## src/rtl/dc_canceller_if.sv

```systemverilog
// Internal register bus used by the baseband blocks: word address, write/read strobes,
// registered read data returned one cycle after the read strobe.
interface intbus_interf;
    logic [31:0] addr;
    logic        wr;
    logic        rd;
    logic [31:0] wdata;
    logic [31:0] rdata;

    modport slave  (input addr, wr, rd, wdata, output rdata);
    modport master (output addr, wr, rd, wdata, input rdata);
endinterface

```

## src/rtl/dc_canceller.sv

```systemverilog
// I/Q DC offset canceller: leaky-integrator DC estimate per rail, two-phase acquisition.
// Define DC_CANCEL_SAT_CNT_EN to build the output saturation counter (STAT[31:16]).
//
//   state    | meaning
//   ---------+-----------------------------------------------------------
//   S_BYPASS | EN=0: accumulators held at 0, samples pass through unchanged
//   S_ACQ    | fast loop (K_ACQ) for ACQ_LEN accepted samples
//   S_TRK    | slow tracking loop (K_TRK) until EN=0 or CLR
module dc_canceller #(
    parameter int unsigned BASEADDR = 0,
    parameter int          WIDTH    = 12,
    parameter int          AWIDTH   = 16,
    parameter int          ACQ_LEN  = 1024
) (
    input  logic                    clk,
    input  logic                    rst,
    intbus_interf.slave             bus,
    input  logic signed [WIDTH-1:0] i_in,
    input  logic signed [WIDTH-1:0] q_in,
    input  logic                    we,
    output logic signed [WIDTH-1:0] i_out,
    output logic signed [WIDTH-1:0] q_out,
    output logic                    valid
);
    localparam int ACC_W = WIDTH + AWIDTH + 1;
    localparam int CNT_W = $clog2(ACQ_LEN + 1);

    localparam logic signed [WIDTH+1:0] Y_MAX   = {3'b000, {(WIDTH-1){1'b1}}};
    localparam logic signed [WIDTH+1:0] Y_MIN   = {3'b111, {(WIDTH-1){1'b0}}};
    localparam logic signed [ACC_W-1:0] ACC_MAX = {1'b0, {(ACC_W-1){1'b1}}};
    localparam logic signed [ACC_W-1:0] ACC_MIN = {1'b1, {(ACC_W-1){1'b0}}};
    localparam logic signed [ACC_W:0]   HALF    = {{(ACC_W-AWIDTH+1){1'b0}}, 1'b1, {(AWIDTH-1){1'b0}}};

    typedef enum logic [1:0] {S_BYPASS = 2'd0, S_ACQ = 2'd1, S_TRK = 2'd2} state_t;

    function automatic logic signed [WIDTH-1:0] sat_w(input logic signed [WIDTH+1:0] v);
        if (v > Y_MAX) return Y_MAX[WIDTH-1:0];
        if (v < Y_MIN) return Y_MIN[WIDTH-1:0];
        return v[WIDTH-1:0];
    endfunction

    function automatic logic signed [WIDTH-1:0] dc_est(input logic signed [ACC_W-1:0] acc);
        logic signed [ACC_W:0] r;
        r = {acc[ACC_W-1], acc} + HALF;
        return sat_w(r[ACC_W:AWIDTH]);
    endfunction

    function automatic logic signed [ACC_W-1:0] acc_next(
        input logic signed [ACC_W-1:0] acc,
        input logic signed [WIDTH-1:0] x,
        input logic signed [WIDTH-1:0] dc,
        input logic [3:0]              k
    );
        logic signed [WIDTH:0]   err;
        logic signed [ACC_W-1:0] step;
        logic signed [ACC_W:0]   sum;
        err  = {x[WIDTH-1], x} - {dc[WIDTH-1], dc};
        step = {err, {AWIDTH{1'b0}}};
        step = step >>> k;
        sum  = {acc[ACC_W-1], acc} + {step[ACC_W-1], step};
        if (sum[ACC_W] != sum[ACC_W-1]) return sum[ACC_W] ? ACC_MIN : ACC_MAX;
        return sum[ACC_W-1:0];
    endfunction

    logic                    cfg_en, cfg_freeze;
    logic [3:0]              cfg_k_acq, cfg_k_trk;
    logic [31:0]             offs;
    logic                    wr_cfg, clr;
    state_t                  state, state_nxt;
    logic [CNT_W-1:0]        acq_cnt;
    logic                    acq_cnt_en, loop_run, hold_zero;
    logic [3:0]              k_sel;
    logic signed [ACC_W-1:0] acc_i, acc_q;
    logic signed [WIDTH-1:0] dc_i, dc_q;
    logic signed [WIDTH-1:0] x1_i, x1_q, dc1_i, dc1_q;
    logic                    v1;
    logic signed [WIDTH:0]   diff_i, diff_q;
    logic [15:0]             sat_cnt;
    logic                    unused_wdata;

    assign offs         = bus.addr - BASEADDR;
    assign wr_cfg       = bus.wr && (offs == 32'd0);
    assign clr          = wr_cfg && bus.wdata[31];
    assign unused_wdata = ^{bus.wdata[30:12], bus.wdata[3:2]};

    always_ff @(posedge clk or posedge rst) begin
        if (rst) begin
            cfg_en     <= 1'b0;
            cfg_freeze <= 1'b0;
            cfg_k_acq  <= '0;
            cfg_k_trk  <= '0;
        end else if (wr_cfg) begin
            cfg_en     <= bus.wdata[0];
            cfg_freeze <= bus.wdata[1];
            cfg_k_acq  <= bus.wdata[7:4];
            cfg_k_trk  <= bus.wdata[11:8];
        end
    end

    always_ff @(posedge clk or posedge rst) begin
        if (rst) state <= S_BYPASS;
        else     state <= state_nxt;
    end

    always_comb begin
        state_nxt = state;
        case (state)
            S_BYPASS: if (cfg_en) state_nxt = S_ACQ;
            S_ACQ: begin
                if (!cfg_en)                                      state_nxt = S_BYPASS;
                else if (clr)                                     state_nxt = S_ACQ;
                else if (we && acq_cnt == CNT_W'(ACQ_LEN - 1))    state_nxt = S_TRK;
            end
            S_TRK: begin
                if (!cfg_en)  state_nxt = S_BYPASS;
                else if (clr) state_nxt = S_ACQ;
            end
            default: state_nxt = S_BYPASS;
        endcase
    end

    always_comb begin
        k_sel      = cfg_k_acq;
        acq_cnt_en = 1'b0;
        loop_run   = 1'b0;
        case (state)
            S_ACQ: begin
                acq_cnt_en = 1'b1;
                loop_run   = 1'b1;
            end
            S_TRK: begin
                k_sel    = cfg_k_trk;
                loop_run = 1'b1;
            end
            default: ;
        endcase
    end

    // A disabled or just-cleared loop contributes no correction to the sample in flight.
    assign hold_zero = clr || !cfg_en || !loop_run;
    assign dc_i      = dc_est(acc_i);
    assign dc_q      = dc_est(acc_q);

    always_ff @(posedge clk or posedge rst) begin
        if (rst) begin
            acq_cnt <= '0;
            acc_i   <= '0;
            acc_q   <= '0;
        end else begin
            if (clr || !acq_cnt_en) acq_cnt <= '0;
            else if (we)            acq_cnt <= acq_cnt + 1'b1;

            if (hold_zero) begin
                acc_i <= '0;
                acc_q <= '0;
            end else if (we && !cfg_freeze) begin
                acc_i <= acc_next(acc_i, i_in, dc_i, k_sel);
                acc_q <= acc_next(acc_q, q_in, dc_q, k_sel);
            end
        end
    end

    assign diff_i = {x1_i[WIDTH-1], x1_i} - {dc1_i[WIDTH-1], dc1_i};
    assign diff_q = {x1_q[WIDTH-1], x1_q} - {dc1_q[WIDTH-1], dc1_q};

    always_ff @(posedge clk or posedge rst) begin
        if (rst) begin
            x1_i  <= '0;
            x1_q  <= '0;
            dc1_i <= '0;
            dc1_q <= '0;
            v1    <= 1'b0;
            i_out <= '0;
            q_out <= '0;
            valid <= 1'b0;
        end else begin
            x1_i  <= i_in;
            x1_q  <= q_in;
            dc1_i <= hold_zero ? '0 : dc_i;
            dc1_q <= hold_zero ? '0 : dc_q;
            v1    <= we;
            i_out <= sat_w({diff_i[WIDTH], diff_i});
            q_out <= sat_w({diff_q[WIDTH], diff_q});
            valid <= v1;
        end
    end

`ifdef DC_CANCEL_SAT_CNT_EN
    logic clip;
    assign clip = ({diff_i[WIDTH], diff_i} > Y_MAX) || ({diff_i[WIDTH], diff_i} < Y_MIN) ||
                  ({diff_q[WIDTH], diff_q} > Y_MAX) || ({diff_q[WIDTH], diff_q} < Y_MIN);

    always_ff @(posedge clk or posedge rst) begin
        if (rst)                                      sat_cnt <= '0;
        else if (v1 && clip && sat_cnt != 16'hFFFF)   sat_cnt <= sat_cnt + 16'd1;
    end
`else
    assign sat_cnt = '0;
`endif

    always_ff @(posedge clk or posedge rst) begin
        if (rst) begin
            bus.rdata <= '0;
        end else if (bus.rd) begin
            case (offs)
                32'd0:   bus.rdata <= {20'd0, cfg_k_trk, cfg_k_acq, 2'b00, cfg_freeze, cfg_en};
                32'd1:   bus.rdata <= {{(32-WIDTH){dc_i[WIDTH-1]}}, dc_i};
                32'd2:   bus.rdata <= {{(32-WIDTH){dc_q[WIDTH-1]}}, dc_q};
                32'd3:   bus.rdata <= {sat_cnt, 14'd0, state};
                default: bus.rdata <= '0;
            endcase
        end else begin
            bus.rdata <= '0;
        end
    end
endmodule

```

## src/flat_wrapper.sv

```systemverilog
// flat-port wrapper written by rule: the top's interface ports become plain ports
module dc_canceller_flat 
#(
    parameter int unsigned BASEADDR = 0,
    parameter int          WIDTH    = 12,
    parameter int          AWIDTH   = 16,
    parameter int          ACQ_LEN  = 1024
)
  (clk, rst, i_in, q_in, we, i_out, q_out, valid, bus_addr, bus_wr, bus_rd, bus_wdata, bus_rdata);
  intbus_interf bus_i ();
  input  logic clk;
  input  logic rst;
  input  logic signed [WIDTH-1:0] i_in;
  input  logic signed [WIDTH-1:0] q_in;
  input  logic we;
  output logic signed [WIDTH-1:0] i_out;
  output logic signed [WIDTH-1:0] q_out;
  output logic valid;
  input wire logic [$bits(bus_i.addr)-1:0] bus_addr;
  input wire logic [$bits(bus_i.wr)-1:0] bus_wr;
  input wire logic [$bits(bus_i.rd)-1:0] bus_rd;
  input wire logic [$bits(bus_i.wdata)-1:0] bus_wdata;
  output wire logic [$bits(bus_i.rdata)-1:0] bus_rdata;
  assign bus_i.addr = bus_addr;
  assign bus_i.wr = bus_wr;
  assign bus_i.rd = bus_rd;
  assign bus_i.wdata = bus_wdata;
  assign bus_rdata = bus_i.rdata;
  dc_canceller #(.BASEADDR(BASEADDR), .WIDTH(WIDTH), .AWIDTH(AWIDTH), .ACQ_LEN(ACQ_LEN)) u_core (.clk(clk), .rst(rst), .bus(bus_i), .i_in(i_in), .q_in(q_in), .we(we), .i_out(i_out), .q_out(q_out), .valid(valid));
endmodule
```

## config.mk

```make
export PLATFORM = sky130hd
export DESIGN_NAME = dc_canceller_flat
export DESIGN_NICKNAME = d
export VERILOG_FILES = /design/src/rtl/dc_canceller_if.sv /design/src/rtl/dc_canceller.sv /design/src/flat_wrapper.sv
export SDC_FILE = /design/constraint.sdc
export NUM_CORES = 1
export LEC_CHECK = 0
export BUFFER_PORTS_ARGS = -buffer_cell sky130_fd_sc_hd__buf_2
export CAP_MARGIN = 20
export CORE_AREA = 2 2 162 204
export CTS_CLUSTER_SIZE = 25
export DETAILED_ROUTE_END_ITERATION = 7
export DIE_AREA = 0 0 164 206
export PLACE_DENSITY_LB_ADDON = 0.12
export RECOVER_POWER = 50
export SYNTH_ARGS = -nofsm -noshare
export SYNTH_HDL_FRONTEND = slang
export SYNTH_SLANG_ARGS = --single-unit
```

## constraint.sdc

```tcl
create_clock -name clk -period 8.6 [get_ports clk]
set_input_delay 2.15 -clock clk [delete_from_list [all_inputs] [get_ports clk]]
set_output_delay 2.15 -clock clk [all_outputs]
set_load 0.1 [all_outputs]
```

# == After elaboration in Yosys (flattened, before gate mapping) ==
# Index checks and enable logic that the tools add are counted.
# totals
register_bits,187
word_cells,124
inputBits,93
output_inout_bits,57
# classes
n_shift,2
muxes,60
eq_ne,11
magnitude_cmp,8
n_reduce_logical,17
addsub,9
# op_table
op,count
29-bit two-way mux,10
12-bit two-way mux,18
32-bit case mux with 4 select lines,1
"32-bit by 2-bit == test with 1-bit output, second input constant",2
"29-bit by 17-bit adder with 30-bit output, second input constant",2
29-bit by 29-bit adder with 30-bit output,2
29-bit by 4-bit >>> shifter with 29-bit output,2
12-bit by 12-bit subtractor with 13-bit output,4
"32-bit by 1-bit == test with 1-bit output, second input constant",1
32-bit zero test,1
32-bit two-way mux,1
"14-bit by 12-bit greater-than comparator with 1-bit output, second input constant",2
"14-bit by 12-bit < comparator with 1-bit output, second input constant",2
"13-bit by 12-bit greater-than comparator with 1-bit output, second input constant",2
"13-bit by 12-bit < comparator with 1-bit output, second input constant",2
11-bit two-way mux,2
1-bit two-way mux,20
2-bit two-way mux,6
"11-bit by 1-bit adder with 11-bit output, second input constant",1
"11-bit by 10-bit == test with 1-bit output, second input constant",1
2-bit case mux with 3 select lines,1
1-bit logical AND,4
1-bit zero test,4
4-bit two-way mux,1
11 further kinds,15

# == Depth between registers and ports, before layout ==
# Gate-level depths: netlist of run 1.
# depth
word_depth,16
depth_mapped,31
ltp_nobuf,28

# == Least setup slack after synthesis of run 1 ==
# No wires, ideal clock.
# synth_timing
path_type,input -> register
start,input port i_in[1]
end,register u_core.acc_i[12]
path_slack_ns,1.393
cell_stages,24
setup_ns,0.126
n_path_buf,4
required_time_ns,8.474
arrival_time_ns,7.081
cell_sequence,clkbuf_2 > xor2_1 > ha_1 > a21o_1 > a31oi_1 > o21ai_0 > or3b_2 > o21ai_1 > xor2_1 > o22ai_1 > a221oi_1 > a211oi_1 > ha_1 > and3_1 > and3_1 > clkbuf_1 > nand3_1 > nor3_1 > o31ai_1 > o311ai_0 > o21a_1 > buf_2 > buf_2 > a221o_1
# synth_between
elab_chain_cells,10
word_cells_on_any_way,12
classes_between,add/sub (2); eq/ne (1); shift (1); mux (8)
# synth_rtl
element,line,text
start: declaration,flat_wrapper.sv:13,input logic signed [WIDTH-1:0] i_in;
12-bit by 12-bit subtractor with 13-bit output (*),dc_canceller.sv:57,"err = {x[WIDTH-1], x} - {dc[WIDTH-1], dc};"
29-bit by 4-bit >>> shifter with 29-bit output (*),dc_canceller.sv:59,step = step >>> k;
29-bit by 29-bit adder with 30-bit output (*),dc_canceller.sv:60,"sum = {acc[ACC_W-1], acc} + {step[ACC_W-1], step};"
1-bit inequality test,dc_canceller.sv:61,if (sum[ACC_W] != sum[ACC_W-1]) return sum[ACC_W] ? ACC_MIN : ACC_MAX;
1-bit two-way mux,dc_canceller.sv:61,
1-bit two-way mux,dc_canceller.sv:156,end else if (we && !cfg_freeze) begin
1-bit two-way mux,dc_canceller.sv:153,if (hold_zero) begin
29-bit two-way mux (*),dc_canceller.sv:62,return sum[ACC_W-1:0];
29-bit two-way mux (*),dc_canceller.sv:156,
29-bit two-way mux (*),dc_canceller.sv:153,
end signal: assignment,dc_canceller.sv:157,"acc_i <= acc_next(acc_i, i_in, dc_i, k_sel);"
end: declaration,dc_canceller.sv:73,"logic signed [ACC_W-1:0] acc_i, acc_q;"
# Mark *: on every way between the ends. The rest lies on a longest branch, timed or not. The select of a mux whose other input is x is not followed.
# A chain may end at the register's enable or synchronous reset.

# == Final worst setup path of run 1 ==
# layout_timing
start,register u_core.acc_q[16]
end,register u_core.acc_q[2]
# layout_between
elab_chain_cells,16
word_cells_on_any_way,21
classes_between,add/sub (3); order compare (2); eq/ne (1); shift (1); mux (14)
# layout_rtl
element,line,text
start: declaration,dc_canceller.sv:73,
start signal: assignment,dc_canceller.sv:158,"acc_q <= acc_next(acc_q, q_in, dc_q, k_sel);"
29-bit by 17-bit adder with 30-bit output,dc_canceller.sv:44,"r = {acc[ACC_W-1], acc} + HALF;"
14-bit by 12-bit < comparator with 1-bit output,dc_canceller.sv:38,if (v < Y_MIN) return Y_MIN[WIDTH-1:0];
1-bit two-way mux (2 in series),dc_canceller.sv:38,
12-bit two-way mux,dc_canceller.sv:39,return v[WIDTH-1:0];
12-bit two-way mux,dc_canceller.sv:38,
12-bit by 12-bit subtractor with 13-bit output,dc_canceller.sv:57,
29-bit by 4-bit >>> shifter with 29-bit output,dc_canceller.sv:59,
29-bit by 29-bit adder with 30-bit output (*),dc_canceller.sv:60,
1-bit inequality test,dc_canceller.sv:61,
1-bit two-way mux,dc_canceller.sv:61,
1-bit two-way mux,dc_canceller.sv:156,
1-bit two-way mux,dc_canceller.sv:153,
29-bit two-way mux (*),dc_canceller.sv:62,
29-bit two-way mux (*),dc_canceller.sv:156,
29-bit two-way mux (*),dc_canceller.sv:153,
# Marked as above.

==> results.toml, run 1 <==
[logic_synthesis]
synth_top_area_cell = "dfrtp_1"
synthDistinctLibCells = 95
synth_fp_nets = 1951
synth_commonest_cells = "nor2_1 (184), a21oi_1 (174), dfrtp_1 (166)"
synth_top_cell_area_share_pct = 28.8
synth-edff-count = 0
yosysSeqAreaShare_pct = 28.8
synth_area_leaders = "dfrtp_1 (29%), ha_1 (9.8%), a21oi_1 (6.0%)"
ys_ff_latch = 166
syn_area_mm2 = 0.0144
ys_dominant_reg_cell = "dfrtp_1"
syn_area_per_cell_um2 = 8.29
synthArstFlopShare_pct = 100
yosysWarnings = 0
yosysMostFrequentCell = "nor2_1"
synthCells = 1741

[route]
drc = 0
wl_um = 41400
drtPass1Iterations = 5
via_per_inst = 5.87
routedWlPerCell_um = 18.5
ant_nets = 0
vias = 13200
drtIter0Drc = 932

[layout]
n_fill_cell = 3155
finalNetCount = 2022
area.growth.synth_to_final_pct = 9.77
drive_above_1_share_pct = 10.6
num_antenna_cells = 0
fin_area_mm2 = 0.0158

[grt]
grt_pass1_wl_um = 66000
grt_max_degree = 111
gr-total-overflow = 0
antenna_found_initial = 0
grt_usage_pct = 24.8
grt_pass1_vias = 12400

[timing]
hold_viol_final = 0
worst_hold_slack_ns = 0.351
slew_headroom_pct = -217
grt_setup_unrepaired = "no"
fin_worst_skew_ns = 0.0189
tns_ns = 0
period_needed_ns = 7.92
slew_viol_final = 111
post-route-period-util_pct = 92.1
fmax_mhz = 126
worstMarginPinSlew_ns = 4.72
timing.final.ws_setup_ns = 0.682
finalSetupViolCount = 0

[clock_network]
insertion_delay_ns = 0.46
path_clk_slew_ns = 0.07
clock-sinks = 166
cts_setup_buffers = 0
cts_buffers = 17
h-tree-depth = 4
root_buffer = "clkbuf_16"
cts_tree = "yes"
clk_path_buf_depth = 2

[worst_setup_path]
critPathLaunchType = "flip-flop"
cp.arrival_ns = 8.23
reg2reg_from = "u_core.acc_q[16]"
end_kind = "flip-flop"
cp_data_required_time_ns = 8.91
critical_path.max_fanout = 18
reg2regPathDepth = 26
worstSetupPathType = "flip-flop to flip-flop"
critPathLaunch = "u_core.acc_q[16]"

[place]
place_ws_ns = 0.502
gp_congestion = 0.921
hpwlAfterDp_um = 31600
dpl_cell_area_mm2 = 0.0153
port_buffers = 128

[floorplanning]
dieHeight_um = 206
core_area_mm2 = 0.0321
die-area_mm2 = 0.0338
start_util_pct = 44.9
pin_count = 150
die_x_um = 164
rows = 74

[min_path]
hold_depth = 0
hp-class = "flip-flop to flip-flop"
min_from = "u_core.v1"

[status]
violations = "capacitance limit, slew limit"
status = "complete, but fails checks"

[flow_run]
maxCapViolations = 1
metrics by stage:
| stage | utilization, % | std cells |
|---|---|---|
| detailed placement | 47.7 | 2211 |
| global route | 49.3 | 2242 |
| floorplan | - | 1741 |
| global placement | 47.7 | 2211 |
| CTS | 49.5 | 2242 |
| finish | 49.3 | 2242 |
path summary, 6_finish.rpt:
check                                            to  slack [ns]
worst max-delay path                u_core.acc_q[2]        0.68
worst min-delay path                   u_core.valid        0.35
worst max register to register      u_core.acc_q[2]        0.68
worst min register to register         u_core.valid        0.35
min in group asynchronous       u_core.cfg_k_trk[3]        3.15
max in group asynchronous          u_core.acc_i[14]        2.57
cell usage in the layout (no fill, tap or decap), drive strengths merged, types with 17 or more instances in the layout:
master  Yosys  final
dfrtp     166    166
o21ai     107    107
a21oi     174    174
mux2i      17     17
inv        78     82
xor2       42     42
ha        113    113
buf        36     90
maj3       28     28
a211oi     31     31
nand2     128    128
a221o      27     27
and3       23     23
a21o       31     31
and2       19     19
nand4      17     17
clkbuf     64     80
o211ai     27     27
mux2       19     19
nor2      184    184
nor3       38     38
nand3      68     68
xnor2      64     64
routing by layer:
layer / up-vias / track usage, % / part of all wire, %
li1: 6541 / - / -
met1: 6173 / 31.8 / 44
met2: 390 / 43.1 / 49
met3: 49 / 2.85 / 4.8
met4: 0 / 8.27 / 2.5
met5: - / 0 / 0
worst max-delay path: stages, from the launching register on:
cell,delay [ns]
dfrtp_1,0.50
ha_1,0.27
nand4_2,0.19
or3_4,0.41
o21ai_0,0.19
nand2_1,0.22
a21oi_1,0.47
ha_1,0.34
nand3_1,0.18
or3b_2,0.49
and2_1,0.20
o31a_1,0.34
xnor2_2,0.32
mux2i_1,0.23
mux2i_1,0.37
o21ai_0,0.22
ha_1,0.43
and4_1,0.24
a21o_1,0.20
a2111oi_1,0.52
o31ai_2,0.23
a21o_1,0.24
a211oi_1,0.22
a221o_1,0.18
buf_4,0.27
maj3_1,0.22
a21oi_1,0.07
cells by family (layout without fill, tap and decap cells):
| kind of cell | count (synthesis) | in the layout | synth area share, % |
|---|---|---|---|
| xor gates and xnor gates | 106 | 106 | 6.59 |
| AOI/OAI and AO/OA | 538 | 538 | 25.2 |
| muxes | 37 | 37 | 2.82 |
| and+or+nand+nor | 571 | 571 | 19.0 |
| DFF | 166 | 166 | 28.8 |
| adders and majority gates | 145 | 145 | 12.3 |
| buffers and inverters | 178 | 261 | 5.31 |
state kept, by name, summed over array words and instances (netlist names):
name / cells
u_core.v1: 1
u_core.acc_i: 28
u_core.x1_i: 12
u_core.dc1_i: 12
u_core.x1_q: 12
u_core.cfg_k_trk: 4
u_core.state: 2
u_core.dc1_q: 12
u_core.valid: 1
u_core.bus.rdata: 13
u_core.cfg_k_acq: 4
u_core.acq_cnt: 11
u_core.cfg_freeze: 1
u_core.acc_q: 28
u_core.q_out: 12
u_core.cfg_en: 1
u_core.i_out: 12
final cells by class:
| class | instances | area [um2] | area share, % |
|---|---|---|---|
| clock buffers | 18 | 439 | 2.77 |
| clock inverters | 13 | 141 | 0.892 |
| well taps | 418 | 523 | 3.30 |
| multi-input cells | 1397 | 9550 | 60.3 |
| flip-flops and latches | 166 | 4150 | 26.2 |
| inverters | 78 | 294 | 1.86 |
| repair buffers | 152 | 742 | 4.68 |
repair_timing:
action                                  4_1_cts  5_1_grt
hold buffers                                  0        0
endpoints found under the setup margin        0       27
gates resized for setup                       0        4
endpoints found under the hold margin         0        0
Power of run 1 is left out: the tool's default activity adds up to more than one toggle a clock period on the data nets, which glitch-free logic cannot reach.
==> run 2: changes to the inputs <==
--- a/config.mk
+++ b/config.mk
@@ -5,12 +5,12 @@
 export SDC_FILE = /design/constraint.sdc
 export NUM_CORES = 1
 export LEC_CHECK = 0
-export BUFFER_PORTS_ARGS = -buffer_cell sky130_fd_sc_hd__buf_2
 export CAP_MARGIN = 20
 export CORE_AREA = 2 2 162 204
 export CTS_CLUSTER_SIZE = 25
 export DETAILED_ROUTE_END_ITERATION = 7
 export DIE_AREA = 0 0 164 206
+export DONT_BUFFER_PORTS = 1
 export PLACE_DENSITY_LB_ADDON = 0.12
 export RECOVER_POWER = 50
 export SYNTH_ARGS = -nofsm -noshare
==> run 2 against run 1 <==
The run still ends with capacitance limit, slew limit left. Via count down 2.7%. Global-route usage up 0.56 points. Count of clock-buffer cells in the layout unchanged. Final area down 3.0%. Fmax down 1.9%. Setup slack worse by 0.16 ns. Cell count down 5.6%. Clock skew down 0.0057 ns. Register-to-register slack worse by 0.16 ns. Non-clock buffer count down 126. Highest routed layer unchanged.
==> results.toml, run 2 (synthesized netlist as in run 1, its figures left out) <==
[timing]
post-route-period-util_pct = 93.9
grt_setup_unrepaired = "no"
worstMarginPinSlew_ns = 3.90
period_needed_ns = 8.08
fmax_mhz = 124
slew_viol_final = 88
hold_viol_final = 0
fin_worst_skew_ns = 0.0133
finalSetupViolCount = 0
slew_headroom_pct = -161
tns_ns = 0

[route]
met1_length_um = 18600
met2_length_um = 20300
vias = 12800
via_per_inst = 6.04
ant_nets = 0
wl_met3_um = 1840
wl_um = 41900
routedWlPerCell_um = 19.8
top_layer = "met4"
drtPass1Iterations = 5
drtIter0Drc = 871
drc = 0

[worst_setup_path]
end_kind = "flip-flop"
critPathLaunchType = "flip-flop"
cp.arrival_ns = 8.39
worstSetupPathType = "flip-flop to flip-flop"
critical_path.max_fanout = 14
cp_data_required_time_ns = 8.92

[layout]
num_antenna_cells = 0
mostFrequentLayoutCell = "nor2_1"
area.growth.synth_to_final_pct = 6.48
drive_above_1_share_pct = 7.83
layout_common_cells = "nor2_1 (182), a21oi_1 (174), dfrtp_1 (165)"
top_regs = "u_core.acc_i: 28 flops, u_core.acc_q: 28 flops, u_core.bus.rdata: 13 flops"
finalNetCount = 1896

[floorplanning]
dieHeight_um = 206
rows = 74
pin_count = 150
start_util_pct = 44.9
die-area_mm2 = 0.0338
die_x_um = 164
core_area_mm2 = 0.0321

[status]
status = "complete, but fails checks"
violations = "capacitance limit, slew limit"

[flow_run]
maxCapViolations = 2

[clock_network]
root_buffer = "clkbuf_16"
cts_setup_buffers = 0
h-tree-depth = 4
clk_path_buf_depth = 2
cts_buffers = 17
cts_tree = "yes"
clock-sinks = 166
insertion_delay_ns = 0.46
path_clk_slew_ns = 0.07

[grt]
grt_usage_pct = 25.3
antenna_found_initial = 0
gr-total-overflow = 0
grt_pass1_wl_um = 67300
grt_max_degree = 88
grt_pass1_vias = 12300

[place]
port_buffers = 0
hpwlAfterDp_um = 31500
gp_congestion = 0.917

[min_path]
hp-class = "flip-flop to flip-flop"
## run 2: cell count changes in the layout (fill, tap and decap cells not counted), moves of 2 or more
cell,previous run,this run
buf_16,0,2
buf_2,67,0
buf_4,23,21
clkbuf_1,61,1
nor2_1,184,182
nor2_2,0,2
## run 2: through the flow
stage	utilization (%)	instances	cell area (um2)	hold WS [ns]	worst slack (ns)
after detailed placement	45.9	2084	14800	0.337	0.589
after CTS	47.8	2116	15400	0.354	0.590
after global routing	47.8	2117	15400	0.359	0.116
after global placement	45.8	2083	14700	0.334	0.647
final	47.8	2117	15400	0.351	0.525
after floorplan	-	1741	14400	0.331	1.39
## run 2: area by class of cell
type	instances	area (um2)
Fill cell	3121	16800
Clock buffer	18	439
Inverter	78	294
Sequential cell	166	4160
Timing Repair Buffer	26	241
Tap cell	418	523
Clock inverter	14	168
Multi-Input combinational cell	1397	9550
## run 2: final timing paths
path,slack [ns],endpoint,depth (start not counted),startpoint
min in group asynchronous,2.71,u_core.cfg_k_trk[2],1,rst
max reg2reg,0.52,u_core.acc_q[2],27,u_core.acc_q[16]
min,0.35,u_core.valid,0,u_core.v1
max in group asynchronous,2.34,u_core.acc_q[4],3,rst
max,0.52,u_core.acc_q[2],27,u_core.acc_q[16]
min reg2reg,0.35,u_core.valid,0,u_core.v1
## run 2: metal layers
metal  track usage [%]  up-vias
met1              32.6     6119
li1                  -     6270
met4              8.99        0
met5                 0        -
met2              43.3      343
met3              3.39       60
## run 2: what timing repair did
action | in CTS | in global routing
setup endpoints to repair | 0 | 27
hold buffers | 0 | 0
gates resized for setup | 0 | 4
## run 2: critical path, stage by stage, from the launching register on
cell and delay (ns):
dfrtp_1 0.52, ha_1 0.28, nand4_2 0.20, or3_4 0.42
o21ai_0 0.15, nand2_1 0.21, a21oi_1 0.50, ha_1 0.34
nand3_1 0.18, or3b_2 0.50, and2_1 0.21, o31a_1 0.34
xnor2_2 0.20, mux2i_1 0.35, mux2i_1 0.16, buf_4 0.18
o21ai_0 0.29, ha_1 0.38, and4_1 0.24, a21o_1 0.20
a2111oi_1 0.59, o31ai_2 0.24, a21o_1 0.25, a211oi_1 0.27
a221o_1 0.20, buf_4 0.23, maj3_1 0.21, a21oi_1 0.07
Power of run 2 is left out for the same reason.
==> run 3: changes to the inputs <==
--- a/config.mk
+++ b/config.mk
@@ -13,6 +13,7 @@
 export DONT_BUFFER_PORTS = 1
 export PLACE_DENSITY_LB_ADDON = 0.12
 export RECOVER_POWER = 50
+export SETUP_SLACK_MARGIN = 0.02
 export SYNTH_ARGS = -nofsm -noshare
 export SYNTH_HDL_FRONTEND = slang
 export SYNTH_SLANG_ARGS = --single-unit
==> constraint.sdc (replaced) <==
create_clock -name clk -period 9.7 [get_ports clk]
set_input_delay 2.425 -clock clk [delete_from_list [all_inputs] [get_ports clk]]
set_output_delay 2.425 -clock clk [all_outputs]
set_load 0.1 [all_outputs]
==> run 3 against run 2 <==
The flow still finishes with violations (capacitance limit, slew limit). Cell count shrank 0.47%. Non-clock buffer count shrank 10. Sequential cell count is the same. Final area shrank 0.69%. Routed wire length is essentially flat. Fmax shrank 7.8%. First-iteration DRC count grew 8.4%. Global-route usage shrank 0.076 points. Count of clock-buffer cells in the layout grew 4. Die area is the same.
==> results.toml, run 3 (synthesized netlist as in run 1, its figures left out) <==
[status]
status = "complete, but fails checks"
violations = "capacitance limit, slew limit"

[floorplanning]
die_x_um = 164
rows = 74
start_util_pct = 44.9
dieHeight_um = 206
die-area_mm2 = 0.0338
core_area_mm2 = 0.0321
pin_count = 150

[layout]
n_fill_cell = 3103
register_area_mm2 = 0.00416
drive_above_1_share_pct = 7.05
mostFrequentLayoutCell = "nor2_1"
area.growth.synth_to_final_pct = 5.75
multi_input_area_mm2 = 0.00954
finalNetCount = 1886
top_regs = "u_core.acc_i: 28 flops, u_core.acc_q: 28 flops, u_core.bus.rdata: 13 flops"
layout_common_cells = "nor2_1 (183), a21oi_1 (174), dfrtp_1 (165)"
num_antenna_cells = 0

[clock_network]
clk_path_buf_depth = 2
root_buffer = "clkbuf_16"
insertion_delay_ns = 0.45
path_clk_slew_ns = 0.07
hold_buffers = 0
h-tree-depth = 4
cts_setup_buffers = 0
postCtsResizedCells = 0
cts_buffers = 17
clock-sinks = 166
cts_tree = "yes"

[route]
drtIter0Drc = 944
vias = 12700
via_per_inst = 6.04
wl_um = 41900
ant_nets = 0
routedWlPerCell_um = 19.9
drc = 0
drtPass1Iterations = 5

[timing]
fmax_mhz = 114
hold_viol_final = 0
post-route-period-util_pct = 90.3
tns_ns = 0
grt_setup_unrepaired = "no"
slew_headroom_pct = -152
timing.final.ws_setup_ns = 0.942
finalSetupViolCount = 0
slew_viol_final = 156
fin_worst_skew_ns = 0.0122
period_needed_ns = 8.76
worstMarginPinSlew_ns = 3.76

[grt]
gr-total-overflow = 0
antenna_found_initial = 0
grt_pass1_vias = 12300
grt_max_degree = 85
grt_usage_pct = 25.2
grt_pass1_wl_um = 67000

[flow_run]
maxCapViolations = 2

[place]
hpwlAfterDp_um = 31600
place_ws_ns = 0.978
gp_congestion = 0.922
port_buffers = 0

[worst_setup_path]
critical_path.max_fanout = 14
critPathLaunchType = "flip-flop"
worstSetupPathType = "flip-flop to flip-flop"
end_kind = "flip-flop"
cp.arrival_ns = 9.15
cp_data_required_time_ns = 10.09

[min_path]
hp-class = "flip-flop to flip-flop"
==> run 3: changes by cell type in the layout (fill, tap and decap cells not counted), sizes merged <==
cell,change
clkdlybuf4s25,+1
buf,-10
clkinv,-1
inv,-1
clkbuf,+3
bufinv,-1
clkinvlp,-1
==> run 3: critical path: stages (launching register included) <==
cell and delay (ns):
dfrtp_1 0.51, ha_1 0.26, and4_1 0.31, nand4_1 0.23, o21ai_2 0.34, nand2_1 0.34
a21oi_1 0.54, ha_1 0.42, a21o_1 0.22, a31oi_1 0.15, o21ai_0 0.12, or3b_2 0.50
o21ai_1 0.23, xor2_1 0.39, o22ai_1 0.13, a221oi_1 0.66, a211oi_1 0.26, ha_1 0.42
and3_1 0.20, and3_1 0.28, nand3_1 0.13, nor3_1 0.23, o31ai_1 0.20, o311ai_0 0.54
and3_1 0.63, buf_4 0.31, a221o_1 0.14
==> run 3: layout make-up <==
class                           instances  share of cell area (%)
Multi-Input combinational cell       1397                    62.5
Clock buffer                           22                    3.24
Clock inverter                         10                   0.713
Tap cell                              418                    3.43
Timing Repair Buffer                   16                   0.992
Sequential cell                       166                    27.2
Inverter                               78                    1.93
==> run 3: layer usage <==
layer,vias up,global-route usage (%),part of all wire [%]
li1,6248,-,-
met1,6030,32.1,44
met2,379,43.4,48
met3,66,3.29,4.5
met4,0,9.71,3.2
met5,-,0,0
==> run 3: worst paths after layout <==
| kind | startpoint | endpoint | slack [ns] | cells past startpoint |
|---|---|---|---|---|
| setup / recovery | u_core.acc_i[16] | u_core.acc_i[5] | 0.94 | 26 |
| hold / removal | u_core.v1 | u_core.valid | 0.37 | 0 |
| setup reg to reg | u_core.acc_i[16] | u_core.acc_i[5] | 0.94 | 26 |
| hold reg to reg | u_core.v1 | u_core.valid | 0.37 | 0 |
| max in group asynchronous | rst | u_core.acc_q[3] | 1.67 | 3 |
| min in group asynchronous | rst | u_core.cfg_k_trk[2] | 2.96 | 1 |
==> run 3: per-stage QoR <==
stage               cell area (um2)  cells  hold WS (ns)  utilization (%)
global placement              14700   2074         0.334             45.6
detailed placement            14700   2074         0.358             45.6
global route                  15300   2107         0.375             47.5
CTS                           15300   2106         0.375             47.5
finish                        15300   2107         0.368             47.5
floorplan                     14400   1741         0.331                -
Power of run 3 is left out for the same reason.
